--- src/rtl/immgen_pipe.sv ---
// immgen_pipe: RV32I immediate decoder feeding an elastic STAGES-deep
// valid/ready pipeline that carries imm, format code and a sideband tag.
// Ports: clk_i, rst_i (sync, active-high), flush_i, valid_i/ready_o/inst_i/tag_i
//   upstream, valid_o/ready_i/imm_o/type_o/tag_o downstream.
// Optional: define IMMGEN_PIPE_CHECK_EN to add illegal_o (zeroes imm/type).
module immgen_pipe #(
   parameter int STAGES = 2,
   parameter int TAG_W  = 5,
   parameter int XLEN   = 32
) (
   input  logic             clk_i,
   input  logic             rst_i,
   input  logic             flush_i,
   input  logic             valid_i,
   output logic             ready_o,
   input  logic [31:0]      inst_i,
   input  logic [TAG_W-1:0] tag_i,
   output logic             valid_o,
   input  logic             ready_i,
   output logic [XLEN-1:0]  imm_o,
   output logic [2:0]       type_o,
`ifdef IMMGEN_PIPE_CHECK_EN
   output logic             illegal_o,
`endif
   output logic [TAG_W-1:0] tag_o
);

   typedef enum logic [2:0] {
      T_NONE  = 3'd0,
      T_I     = 3'd1,
      T_SHAMT = 3'd2,
      T_S     = 3'd3,
      T_B     = 3'd4,
      T_U     = 3'd5,
      T_J     = 3'd6
   } fmt_e;

   localparam logic [6:0] OP_LOAD   = 7'b0000011;
   localparam logic [6:0] OP_JALR   = 7'b1100111;
   localparam logic [6:0] OP_IMM    = 7'b0010011;
   localparam logic [6:0] OP_STORE  = 7'b0100011;
   localparam logic [6:0] OP_BRANCH = 7'b1100011;
   localparam logic [6:0] OP_LUI    = 7'b0110111;
   localparam logic [6:0] OP_AUIPC  = 7'b0010111;
   localparam logic [6:0] OP_JAL    = 7'b1101111;

   // ---------------- decode ----------------
   logic [2:0]      f3;
   logic [31:0]     imm32;
   fmt_e            dtype;
   logic [XLEN-1:0] dec_imm;
   logic [2:0]      dec_type;
`ifdef IMMGEN_PIPE_CHECK_EN
   logic            dec_ill;
`endif

   always_comb begin
      f3    = inst_i[14:12];
      imm32 = '0;
      dtype = T_NONE;
      case (inst_i[6:0])
         OP_LOAD, OP_JALR: begin
            dtype = T_I;
            imm32 = {{20{inst_i[31]}}, inst_i[31:20]};
         end
         OP_IMM: begin
            if (f3 == 3'b001 || f3 == 3'b101) begin
               dtype = T_SHAMT;
               imm32 = {27'b0, inst_i[24:20]};
            end else begin
               dtype = T_I;
               imm32 = {{20{inst_i[31]}}, inst_i[31:20]};
            end
         end
         OP_STORE: begin
            dtype = T_S;
            imm32 = {{20{inst_i[31]}}, inst_i[31:25], inst_i[11:7]};
         end
         OP_BRANCH: begin
            dtype = T_B;
            imm32 = {{19{inst_i[31]}}, inst_i[31], inst_i[7],
                     inst_i[30:25], inst_i[11:8], 1'b0};
         end
         OP_LUI, OP_AUIPC: begin
            dtype = T_U;
            imm32 = {inst_i[31:12], 12'b0};
         end
         OP_JAL: begin
            dtype = T_J;
            imm32 = {{11{inst_i[31]}}, inst_i[31], inst_i[19:12],
                     inst_i[20], inst_i[30:21], 1'b0};
         end
         default: begin
            dtype = T_NONE;
            imm32 = '0;
         end
      endcase

`ifdef IMMGEN_PIPE_CHECK_EN
      // Shift encodings: bit 25 is shamt[5] (RV64 only); funct7 must be
      // 0000000 or 0100000 for the right shifts.
      dec_ill = (inst_i[1:0] != 2'b11) || (dtype == T_NONE) ||
                ((dtype == T_SHAMT) &&
                 (inst_i[25] ||
                  ((f3 == 3'b101) &&
                   (inst_i[31:26] != 6'b000000) &&
                   (inst_i[31:26] != 6'b010000))));
      if (dec_ill) begin
         dtype = T_NONE;
         imm32 = '0;
      end
`endif

      dec_imm       = {XLEN{imm32[31]}};
      dec_imm[31:0] = imm32;
      dec_type      = dtype;
   end

   // ---------------- pipeline ----------------
   logic [STAGES-1:0] v_q, v_d;
   logic [STAGES-1:0] ld;
   logic              run;
   logic              in_fire;
   logic [XLEN-1:0]   imm_q  [STAGES];
   logic [XLEN-1:0]   imm_d  [STAGES];
   logic [2:0]        type_q [STAGES];
   logic [2:0]        type_d [STAGES];
   logic [TAG_W-1:0]  tag_q  [STAGES];
   logic [TAG_W-1:0]  tag_d  [STAGES];
`ifdef IMMGEN_PIPE_CHECK_EN
   logic [STAGES-1:0] ill_q, ill_d;
`endif

   always_comb begin
      // A stage can load if it, or any stage after it, has a hole, or the
      // consumer is taking the last entry (bubble collapse).
      run = ready_i;
      ld  = '0;
      for (int k = STAGES - 1; k >= 0; k--) begin
         run   = run | ~v_q[k];
         ld[k] = run;
      end
      ready_o = ld[0];
      in_fire = valid_i & ld[0];

      v_d    = v_q;
      imm_d  = imm_q;
      type_d = type_q;
      tag_d  = tag_q;
`ifdef IMMGEN_PIPE_CHECK_EN
      ill_d  = ill_q;
`endif

      if (ld[0]) v_d[0] = valid_i;
      if (in_fire) begin
         imm_d[0]  = dec_imm;
         type_d[0] = dec_type;
         tag_d[0]  = tag_i;
`ifdef IMMGEN_PIPE_CHECK_EN
         ill_d[0]  = dec_ill;
`endif
      end

      for (int k = 1; k < STAGES; k++) begin
         if (ld[k]) v_d[k] = v_q[k-1];
         if (ld[k] && v_q[k-1]) begin
            imm_d[k]  = imm_q[k-1];
            type_d[k] = type_q[k-1];
            tag_d[k]  = tag_q[k-1];
`ifdef IMMGEN_PIPE_CHECK_EN
            ill_d[k]  = ill_q[k-1];
`endif
         end
      end

      if (flush_i) v_d = '0;
   end

   always_ff @(posedge clk_i) begin
      if (rst_i) begin
         v_q <= '0;
         for (int k = 0; k < STAGES; k++) begin
            imm_q[k]  <= '0;
            type_q[k] <= '0;
            tag_q[k]  <= '0;
         end
`ifdef IMMGEN_PIPE_CHECK_EN
         ill_q <= '0;
`endif
      end else begin
         v_q <= v_d;
         for (int k = 0; k < STAGES; k++) begin
            imm_q[k]  <= imm_d[k];
            type_q[k] <= type_d[k];
            tag_q[k]  <= tag_d[k];
         end
`ifdef IMMGEN_PIPE_CHECK_EN
         ill_q <= ill_d;
`endif
      end
   end

   assign valid_o = v_q[STAGES-1];
   assign imm_o   = imm_q[STAGES-1];
   assign type_o  = type_q[STAGES-1];
   assign tag_o   = tag_q[STAGES-1];
`ifdef IMMGEN_PIPE_CHECK_EN
   assign illegal_o = ill_q[STAGES-1];
`endif

endmodule
--- config.mk ---
export PLATFORM = sky130hd
export DESIGN_NAME = immgen_pipe
export DESIGN_NICKNAME = d
export VERILOG_FILES = /design/src/rtl/immgen_pipe.sv
export SDC_FILE = /design/constraint.sdc
export NUM_CORES = 1
export LEC_CHECK = 0
export CORE_ASPECT_RATIO = 1.2
export CORE_MARGIN = 5
export CORE_UTILIZATION = 53
export CTS_CLUSTER_DIAMETER = 100
export DETAILED_ROUTE_END_ITERATION = 8
export GPL_TIMING_DRIVEN = 0
export HOLD_SLACK_MARGIN = 0.08
export PLACE_DENSITY = 0.85
export SKIP_CTS_REPAIR_TIMING = 1
export SYNTH_ARGS = -nofsm -noshare
export SYNTH_HDL_FRONTEND = slang
export SYNTH_SLANG_ARGS = --single-unit
--- constraint.sdc ---
create_clock -name clk_i -period 2.5 [get_ports clk_i]
set_input_delay 0.25 -clock clk_i [delete_from_list [all_inputs] [get_ports clk_i]]
set_output_delay 0.25 -clock clk_i [all_outputs]
set_load 0.005 [all_outputs]
==> insert_results.sql <==
INSERT INTO impl_metrics (metric_group, metric, value, unit) VALUES
('die', 'initial_util', '54.10', '%'),
('sta', 'post-route-period-util', '79.84', '%'),
('clock_network', 'cts_buffer_depth', '2', ''),
('drt', 'via_count', '2951', ''),
('sta', 'max_freq', '501.0', 'MHz'),
('run_status', 'status', 'finished, final reports clean', ''),
('die', 'fp.dieW', '83.82', 'um'),
('place', 'post-dp-hpwl', '6.068', 'mm'),
('global_routing', 'gr-usage-all-layers', '19.57', '%'),
('clock_network', 'cts_buffers', '9', ''),
('yosys', 'synth_enable_flop_cells', '0', ''),
('critical_path', 'r2r_slack', '0.57', 'ns'),
('yosys', 'synthesis.instances', '403', ''),
('drt', 'drt_drc_violations_left', '0', ''),
('critical_path', 'critical_path_required', '2.78', 'ns'),
('power_and_ir_drop', 'seq_power_share', '57.1', '%'),
('critical_path', 'rr_worst_depth', '5', ''),
('power_and_ir_drop', 'sw_frac_of_total', '23.12', '%'),
('sta', 'setup-tns-final', '0', 'ns'),
('power_and_ir_drop', 'power.leakage', '1.640', 'nW'),
('die', 'placeableCoreArea', '6406', 'um^2'),
('yosys', 'post-synth-top-area-fraction', '47.36', '%'),
('clock_network', 'clkTransAtPathRegs', '0.08', 'ns'),
('layout', 'layout.nets', '537', ''),
('clock_network', 'clockRootBuffer', 'sky130_fd_sc_hd__clkbuf_8', ''),
('yosys', 'syn_area_per_cell', '8.600', 'um^2'),
('sta', 'final-setup-viol-count', '0', ''),
('power_and_ir_drop', 'p_int', '1.781', 'mW'),
('power_and_ir_drop', 'net-switching-power', '535.6', 'uW'),
('place', 'place.port_buffers', '81', ''),
('die', 'die-area', '8263', 'um^2'),
('critical_path', 'crit-reg2reg-launch', 'v_q[1]', ''),
('layout', 'diodes', '0', ''),
('clock_network', 'clock_tree_from_tritoncts', 'built', ''),
('sta', 'finalHoldViolCount', '0', ''),
('layout', 'fin_util', '70.90', '%'),
('flow_run', 'max_cap_violations', '0', ''),
('worst_hold_path', 'timing.hold.worst.start', 'inst_i[6]', ''),
('critical_path', 'timing.critical_path.to_type', 'flip-flop', ''),
('yosys', 'synthesis.nets', '445', ''),
('sta', 'skew', '0.006725', 'ns'),
('yosys', 'synth_top_area_cell', 'sky130_fd_sc_hd__dfxtp_1', ''),
('drt', 'drt-total-wl', '7.896', 'mm'),
('global_routing', 'wire_length_of_the_first_global_routing_pass', '12.97', 'mm'),
('worst_hold_path', 'min-delay-path-class', 'primary input to flip-flop', ''),
('yosys', 'mappedNetlistArea', '3466', 'um^2'),
('drt', 'drtIter0Drc', '173', ''),
('yosys', 'ys_seq_area_share', '47.36', '%'),
('sta', 'unrepaired_setup_endpoints_after_global_routing', 'no', ''),
('sta', 'worst_slew_pin_slew', '0.6205', 'ns'),
('sta', 'timing_max_transition_violations_final', '0', ''),
('global_routing', 'number_of_global_route_vias_before_repair', '2737', ''),
('place', 'routabilityCongestion', '0.8218', ''),
('layout', 'area_growth', '31.05', '%'),
('sta', 'final_period_minus_worst_setup_slack', '1.996', 'ns'),
('critical_path', 'r2r-end', 'imm_q[47]', ''),
('yosys', 'synth-main-ff-cell', 'sky130_fd_sc_hd__dfxtp_1', ''),
('yosys', 'number_of_synthesized_register_bits', '82', ''),
('clock_network', 'tritoncts_num_sinks', '82', ''),
('place', 'placement.setup.worst_slack', '0.1654', 'ns'),
('die', 'placementRows', '32', ''),
('worst_hold_path', 'holdPathEnd', 'type_q[5]', ''),
('drt', 'drt_first_pass_iters', '4', ''),
('layout', 'fillers', '496', ''),
('drt', 'detail_route.wl_per_cell', '13.54', 'um'),
('die', 'ioPinCount', '84', ''),
('sta', 'slew-limit-headroom', '58.41', '%'),
('power_and_ir_drop', 'post-layout-total-power', '2.317', 'mW'),
('yosys', 'post_synth_main_area_contributors', 'sky130_fd_sc_hd__dfxtp_1 (47%), sky130_fd_sc_hd__nand2_1 (12%), sky130_fd_sc_hd__buf_4 (8.9%)', ''),
('worst_hold_path', 'whs_path_depth', '3', ''),
('clock_network', 'worst_skew_pair.late_latency', '0.34', 'ns');
## registers in the layout, indices dropped and copies added (netlist names)
register / count
imm_o: 32
imm_q: 32
tag_o: 5
tag_q: 5
type_o: 3
type_q: 3
v_q: 2
## how the worst max path moves through the flow
stage / depth (start not counted) / end / start / slack [ns]
4_1_cts: 6 / imm_q[47] / ready_i / 0.53
5_1_grt: 6 / imm_q[47] / ready_i / 0.41
6_report: 6 / imm_q[47] / inst_i[2] / 0.50
2_1_floorplan: 5 / imm_q[45] / v_q[1] / 0.93
3_5_place_dp: 6 / imm_q[47] / ready_i / 0.17
3_3_place_gp: 6 / imm_q[46] / ready_i / 0.19
## stage by stage
stage | instances | instance area, um^2
2_1_floorplan | 403 | 3466
3_3_place_gp | 569 | 4383
3_5_place_dp | 569 | 4383
4_1_cts | 583 | 4542
5_1_grt | 583 | 4542
6_report | 583 | 4542
## area by class of cell
type / count / area, um^2 / area share, %
clock buffers: 11 / 141.4 / 3.113
flip-flops and latches: 82 / 1642 / 36.14
repair buffers: 81 / 810.8 / 17.85
inverters: 3 / 11.26 / 0.2479
multi-input cells: 254 / 1401 / 30.85
well taps: 85 / 106.4 / 2.342
clock inverters: 3 / 17.52 / 0.3857
plain buffers: 64 / 411.6 / 9.063
## layer usage
metal	wire [um]	vias up	global-route usage (%)	share of wire, %
met4	142	0	8.787	1.8
met2	4015	84	33.19	51
li1	-	1512	-	-
met1	3320	1345	23.40	42
met3	417	10	4.849	5.3
met5	0	-	0	0
## cell families (layout without fill, tap and decap cells)
| logic type | count (synthesis) | count (layout) | share of synthesized area, % |
|---|---|---|---|
| and+or+nand+nor | 147 | 147 | 19.78 |
| DFF | 82 | 82 | 47.36 |
| xor gates and xnor gates | 1 | 1 | 0.2528 |
| AOI/OAI and AO/OA | 106 | 106 | 20.40 |
| buffers and inverters | 67 | 162 | 12.20 |
## power groups by stage
stage | clock network, mW | registers [mW] | logic, mW
after floorplan | 0 | 1.35 | 0.0862
after detailed placement | 0 | 1.35 | 0.188
final | 0.805 | 1.32 | 0.188
after global placement | 0 | 1.35 | 0.186
after CTS | 0.819 | 1.32 | 0.189
after global routing | 0.880 | 1.32 | 0.205
## cells in the mapped netlist (2+ instances only)
cell                        count
sky130_fd_sc_hd__a221o_1        8
sky130_fd_sc_hd__nor3_1         4
sky130_fd_sc_hd__a22oi_1        4
sky130_fd_sc_hd__buf_6          2
sky130_fd_sc_hd__nand2b_1       2
sky130_fd_sc_hd__a2bb2oi_1      2
sky130_fd_sc_hd__nor3_2         3
sky130_fd_sc_hd__o21ai_2       10
sky130_fd_sc_hd__buf_4         41
sky130_fd_sc_hd__inv_1          3
sky130_fd_sc_hd__a21oi_1       58
sky130_fd_sc_hd__nor3_4         2
sky130_fd_sc_hd__nor2_1         9
sky130_fd_sc_hd__nor2b_1        2
sky130_fd_sc_hd__a22o_1         6
sky130_fd_sc_hd__o21ai_1        7
sky130_fd_sc_hd__nand2_1      114
sky130_fd_sc_hd__a31oi_1        2
sky130_fd_sc_hd__clkbuf_1      19
sky130_fd_sc_hd__dfxtp_1       82
sky130_fd_sc_hd__buf_2          2
## cell usage in the layout, fill, tap and decap left out, drive strengths merged, types with 2 or more instances in the layout
| cell | count |
|---|---|
| a2bb2oi | 2 |
| clkdlybuf4s50 | 81 |
| clkinv | 2 |
| a31oi | 2 |
| nor2b | 2 |
| clkbuf | 30 |
| a22o | 6 |
| dfxtp | 82 |
| nand2b | 2 |
| inv | 3 |
| nor3 | 9 |
| a21oi | 58 |
| nand3b | 2 |
| o21ai | 18 |
| nand2 | 114 |
| buf | 45 |
| a221o | 8 |
| nor2 | 11 |
| a22oi | 4 |
## critical path: stages
cell	delay, ns
sky130_fd_sc_hd__clkdlybuf4s50_1	0.61
sky130_fd_sc_hd__nand4b_2	0.22
sky130_fd_sc_hd__nor2_2	0.29
sky130_fd_sc_hd__a21oi_1	0.16
sky130_fd_sc_hd__nor3_2	0.49
sky130_fd_sc_hd__a221o_1	0.25
Note: power is estimated with default switching activity, not from simulation.
